===== config.mk =====
export PLATFORM = sky130hd
export DESIGN_NAME = seq_chunk_adder
export DESIGN_NICKNAME = d
export VERILOG_FILES = /design/src/rtl/seq_chunk_adder.sv
export SDC_FILE = /design/constraint.sdc
export NUM_CORES = 1
export LEC_CHECK = 0
export ABC_AREA = 1
export CAP_MARGIN = 30
export CELL_PAD_IN_SITES_DETAIL_PLACEMENT = 0
export CELL_PAD_IN_SITES_GLOBAL_PLACEMENT = 1
export CORE_UTILIZATION = 37
export DETAILED_ROUTE_END_ITERATION = 10
export PLACE_DENSITY_LB_ADDON = 0.15
export SYNTH_ARGS = -nofsm -noshare
export SYNTH_HDL_FRONTEND = slang
export SYNTH_SLANG_ARGS = --single-unit

===== constraint.sdc =====
create_clock -name clk -period 3.3 [get_ports clk]
set_input_delay 0.99 -clock clk [delete_from_list [all_inputs] [get_ports clk]]
set_output_delay 0.99 -clock clk [all_outputs]
set_load 0.01 [all_outputs]

===== src/rtl/seq_chunk_adder.sv =====
// Multi-cycle adder/subtractor. One CHUNK-bit slice is added per clock,
// least-significant slice first, with the inter-slice carry held in a
// register. Valid/ready handshakes on both sides; flags are produced on the
// edge that completes the final slice.
module seq_chunk_adder #(
  parameter int WIDTH = 32,
  parameter int CHUNK = 8
) (
  input  logic             clk,
  input  logic             rst,
  input  logic             in_valid,
  output logic             in_ready,
  input  logic [WIDTH-1:0] a,
  input  logic [WIDTH-1:0] b,
  input  logic             sub,
  output logic             out_valid,
  input  logic             out_ready,
  output logic [WIDTH-1:0] sum,
  output logic             carry,
  output logic             overflow,
  output logic             zero
);

  localparam int NCHUNK = WIDTH / CHUNK;
  // Counter is at least one bit wide so CHUNK == WIDTH still elaborates.
  localparam int CW = (NCHUNK > 1) ? $clog2(NCHUNK) : 1;
  localparam logic [CW-1:0] LAST = CW'(NCHUNK - 1);

  typedef enum logic [1:0] {IDLE, BUSY, DONE} state_t;

  state_t           state_q, state_d;
  logic [CW-1:0]    cnt_q, cnt_d;
  logic [WIDTH-1:0] a_q, a_d;
  logic [WIDTH-1:0] b_q, b_d;
  logic             c_q, c_d;
  logic [WIDTH-1:0] sum_q, sum_d;
  logic             carry_q, carry_d;
  logic             overflow_q, overflow_d;
  logic             zero_q, zero_d;

  logic [CHUNK-1:0] a_sl [NCHUNK];
  logic [CHUNK-1:0] b_sl [NCHUNK];
  logic [CHUNK:0]   slice_res;
  logic [WIDTH-1:0] sum_nx;

  // Slice views of the operand registers, and the running sum with the
  // currently selected slice replaced by this cycle's result.
  for (genvar gi = 0; gi < NCHUNK; gi++) begin : g_slice
    assign a_sl[gi] = a_q[gi*CHUNK +: CHUNK];
    assign b_sl[gi] = b_q[gi*CHUNK +: CHUNK];
    assign sum_nx[gi*CHUNK +: CHUNK] =
      (cnt_q == CW'(gi)) ? slice_res[CHUNK-1:0] : sum_q[gi*CHUNK +: CHUNK];
  end

  // The only adder in the block: CHUNK+1 bits, carry-in from the register.
  assign slice_res = {1'b0, a_sl[cnt_q]} + {1'b0, b_sl[cnt_q]} + {{CHUNK{1'b0}}, c_q};

  assign in_ready  = (state_q == IDLE) && !rst;
  assign out_valid = (state_q == DONE);
  assign sum       = sum_q;
  assign carry     = carry_q;
  assign overflow  = overflow_q;
  assign zero      = zero_q;

  // Next-state and datapath update; every register holds unless told otherwise.
  always_comb begin
    state_d    = state_q;
    cnt_d      = cnt_q;
    a_d        = a_q;
    b_d        = b_q;
    c_d        = c_q;
    sum_d      = sum_q;
    carry_d    = carry_q;
    overflow_d = overflow_q;
    zero_d     = zero_q;
    case (state_q)
      IDLE: begin
        if (in_valid) begin
          // Subtract is A + ~B + 1: invert B here and seed the carry with 1.
          a_d     = a;
          b_d     = sub ? ~b : b;
          c_d     = sub;
          cnt_d   = '0;
          state_d = BUSY;
        end
      end
      BUSY: begin
        sum_d = sum_nx;
        c_d   = slice_res[CHUNK];
        if (cnt_q == LAST) begin
          carry_d    = slice_res[CHUNK];
          overflow_d = (a_q[WIDTH-1] == b_q[WIDTH-1]) && (sum_nx[WIDTH-1] != a_q[WIDTH-1]);
          zero_d     = (sum_nx == '0);
          cnt_d      = '0;
          state_d    = DONE;
        end else begin
          cnt_d = cnt_q + 1'b1;
        end
      end
      DONE: begin
        if (out_ready) state_d = IDLE;
      end
      default: state_d = IDLE;
    endcase
  end

  // State and datapath registers with synchronous reset.
  always_ff @(posedge clk) begin
    if (rst) begin
      state_q    <= IDLE;
      cnt_q      <= '0;
      a_q        <= '0;
      b_q        <= '0;
      c_q        <= 1'b0;
      sum_q      <= '0;
      carry_q    <= 1'b0;
      overflow_q <= 1'b0;
      zero_q     <= 1'b0;
    end else begin
      state_q    <= state_d;
      cnt_q      <= cnt_d;
      a_q        <= a_d;
      b_q        <= b_d;
      c_q        <= c_d;
      sum_q      <= sum_d;
      carry_q    <= carry_d;
      overflow_q <= overflow_d;
      zero_q     <= zero_d;
    end
  end

endmodule

==> reports/metrics.csv <==
metric,value,unit
CTS tree,built,
"Req. time, crit path",2310,ps
Die Y,122,microns
RR Startpoint,cnt_q[0]$_SDFFE_PP0P_,
routed wire length,15100,microns
total negative slack,0,ps
startpoint types,input pin,
top cell type's share of synthesized area,0.393,
HPWL Detailed,11400,microns
Slew Limit Fails,0,
Synth area leader,dfxtp_1,
status,"complete, no violations",
Final period util,0.940,
drt first pass iters,4,
met3 wire length,594,microns
leakage power,2.94,nW
hold slack,462,ps
first-pass GRT wire length,24100,microns
clock-pin transition on the worst setup and hold timing paths,60,ps
Slew @ Worst Pin,621,ps
via count,5126,
Worst R2R Setup Slack,360,ps
CTS root buf,clkbuf_16,
drt initial violations,320,
Antenna diodes,0,
Detail Route Antenna Nets,0,
Crit path depth,3,
"commonest cells after routing, fill and taps aside","nor2_1 (168), nand2_1 (131), dfxtp_1 (104), clkdlybuf4s50_1 (104), o21ai_0 (89)",
Cell variety after synth,29,
Slew HR,0.585,
yosys warns,0,
CTS sink count,104,
DR vias/cell,4.93,
CTS Buf Count,9,
register bit count reported by yosys,104,
wire length on met1,7350,microns
DRC,0,
DR top layer,met4,
"Hold Violations, Final",0,
power per cell area,505,mW/mm^2
"Critical Path, Cell by Cell",clkdlybuf4s50_1 -> nor3_1 -> clkdlybuf4s50_1,
proportion of layout cells with a drive suffix above 1,0.0512,
routed wl met2,6880,microns
"most used cell, CP",clkdlybuf4s50_1,
final layout net count,936,
Mapped Area,0.00530,sq mm
Tmin final,3100,ps
RSZ-0062 raised after global routing,no,
Crit path largest cell delay,560,ps
largest net degree at the start of global routing,58,
critical setup path kind,in2out,
crit path to,in_ready,
clk_skew,9.55,ps
H-tree depth,3,
number of buffers added for setup after CTS,0,
total gr overflow,0,
R2R depth,16,
Die Width,122,microns
vias in the first global route,4665,
Worst Path Max Fanout,2,
total track usage,0.213,
# rows,43,
initial antenna violation count,0,
Synth Area per Inst,6.90,sq um
FF-to-FF End,zero$_SDFFE_PP0P_,
core area,0.0139,sq mm
Critical Path Slowest Stage Cell,clkdlybuf4s50_1,
"leading cell type in the layout, fill and taps excluded",nor2_1,
Worst EP arrival,2110,ps
clk_lat worst skew,360,ps
Max Clk Rate,322,MHz
synth top area cells,"dfxtp_1 (39%), nor2_1 (12%), nand2_1 (9.3%)",
Initial Util,0.381,
deepest clock path buffer count,2,
filler instances,1453,
PortBufs,105,
syn_nets,850,
nature of the critical path endpoint,output pin,
Area Overhead vs Synth,28.7,%
Total Die Area,0.0148,sq mm
Worst VDD drop,0.269,mV
min-delay worst type,reg2reg,
Top Ports,106,
cts repair resizes,0,
register area share after synthesis,0.393,
MaxCap Viol Count,0,
buffers and inverters on the worst path,2,
hold buffer count at CTS,0,
Syn Inst Count,768,
critical path's top delay family,buffers and inverters,
setup violators final,0,
routed len/inst,14.6,microns
GP Congestion,0.887,
Worst Setup SP,rst,
==> cell type report <==
type | count | area (sq um) | area share
well taps | 180 | 225 | 0.0330
repair buffers | 122 | 1190 | 0.174
flip-flops and latches | 104 | 2080 | 0.305
clock inverters | 7 | 72.6 | 0.0106
inverters | 58 | 218 | 0.0319
multi-input cells | 559 | 2820 | 0.413
clock buffers | 9 | 225 | 0.0330
==> flip-flops by register name (all words and copies together), names as in the netlist <==
signal	cells
a_q	32
b_q	32
c_q	1
carry	1
cnt_q	2
overflow	1
state_q	2
sum	32
zero	1
==> power breakdown <==
group / switching [mW] / total (mW) / internal [mW]
combinational: 0.551 / 0.938 / 0.387
clock: 0.494 / 1.08 / 0.588
sequential: 0.0710 / 1.43 / 1.36
==> how the worst min path moves through the flow <==
stage | startpoint | to | slack, ps | cells after the start
2_1_floorplan | b_q[0]$_SDFFE_PP0P_ | b_q[0]$_SDFFE_PP0P_ | 420 | 2
3_3_place_gp | b_q[0]$_SDFFE_PP0P_ | b_q[0]$_SDFFE_PP0P_ | 450 | 2
3_5_place_dp | b_q[0]$_SDFFE_PP0P_ | b_q[0]$_SDFFE_PP0P_ | 460 | 2
4_1_cts | b_q[0]$_SDFFE_PP0P_ | b_q[0]$_SDFFE_PP0P_ | 460 | 2
5_1_grt | b_q[0]$_SDFFE_PP0P_ | b_q[0]$_SDFFE_PP0P_ | 480 | 2
6_report | b_q[0]$_SDFFE_PP0P_ | b_q[0]$_SDFFE_PP0P_ | 460 | 2
==> Yosys cell counts <==
library cell	instances
nor2_1	168
nand2_1	131
dfxtp_1	104
o21ai_0	89
inv_1	54
clkbuf_1	32
nand3_1	32
a211oi_1	30
xnor2_1	30
a21oi_1	17
o22ai_1	14
ha_1	11
o211ai_1	11
buf_2	8
buf_1	7
a31oi_1	6
or2_2	5
o21bai_1	4
inv_2	3
fa_1	2
xor2_1	2
a21oi_2	1
a32o_1	1
and2_1	1
clkinv_1	1
nand2_2	1
nand3b_1	1
nor3_1	1
o21a_1	1
==> through the flow <==
stage          cells  power [mW]  utilization  instance area [sq um]  setup slack (ps)
3_5_place_dp    1023        2.40        0.468                   6530               177
4_1_cts         1039        3.48        0.490                   6830               177
6_report        1039        3.45        0.490                   6830               198
2_1_floorplan    768        2.04            -                   5300               606
3_3_place_gp    1023        2.39        0.468                   6530               208
5_1_grt         1039        3.65        0.490                   6830              10.2
==> cells by family after synthesis <==
| logic type | share of synthesized area |
|---|---|
| compound gates | 0.192 |
| simple gates | 0.252 |
| xor+xnor | 0.0529 |
| flops | 0.393 |
| buf+inv | 0.0762 |
| fa+ha+maj | 0.0335 |
==> routing by layer <==
layer,vias to the layer above,track usage
met1,2303,0.288
met3,19,0.0337
li1,2683,-
met4,0,0.0818
met5,-,0
met2,121,0.339
==> worst reg2reg max path, cell delays in order (launching register included) <==
cell and delay (ps):
dfxtp_1 440, inv_1 150, buf_4 190, o21ai_0 160, o22ai_1 140, ha_1 370, a21oi_2 210, nand2_1 130
nand2_1 130, nand3_1 210, nand3_1 160, nand2_1 110, nor2_1 120, nand2_1 50, nor2_1 120, nand2_1 80
a21oi_1 110
No activity file was read; power rests on OpenSTA's default activity.
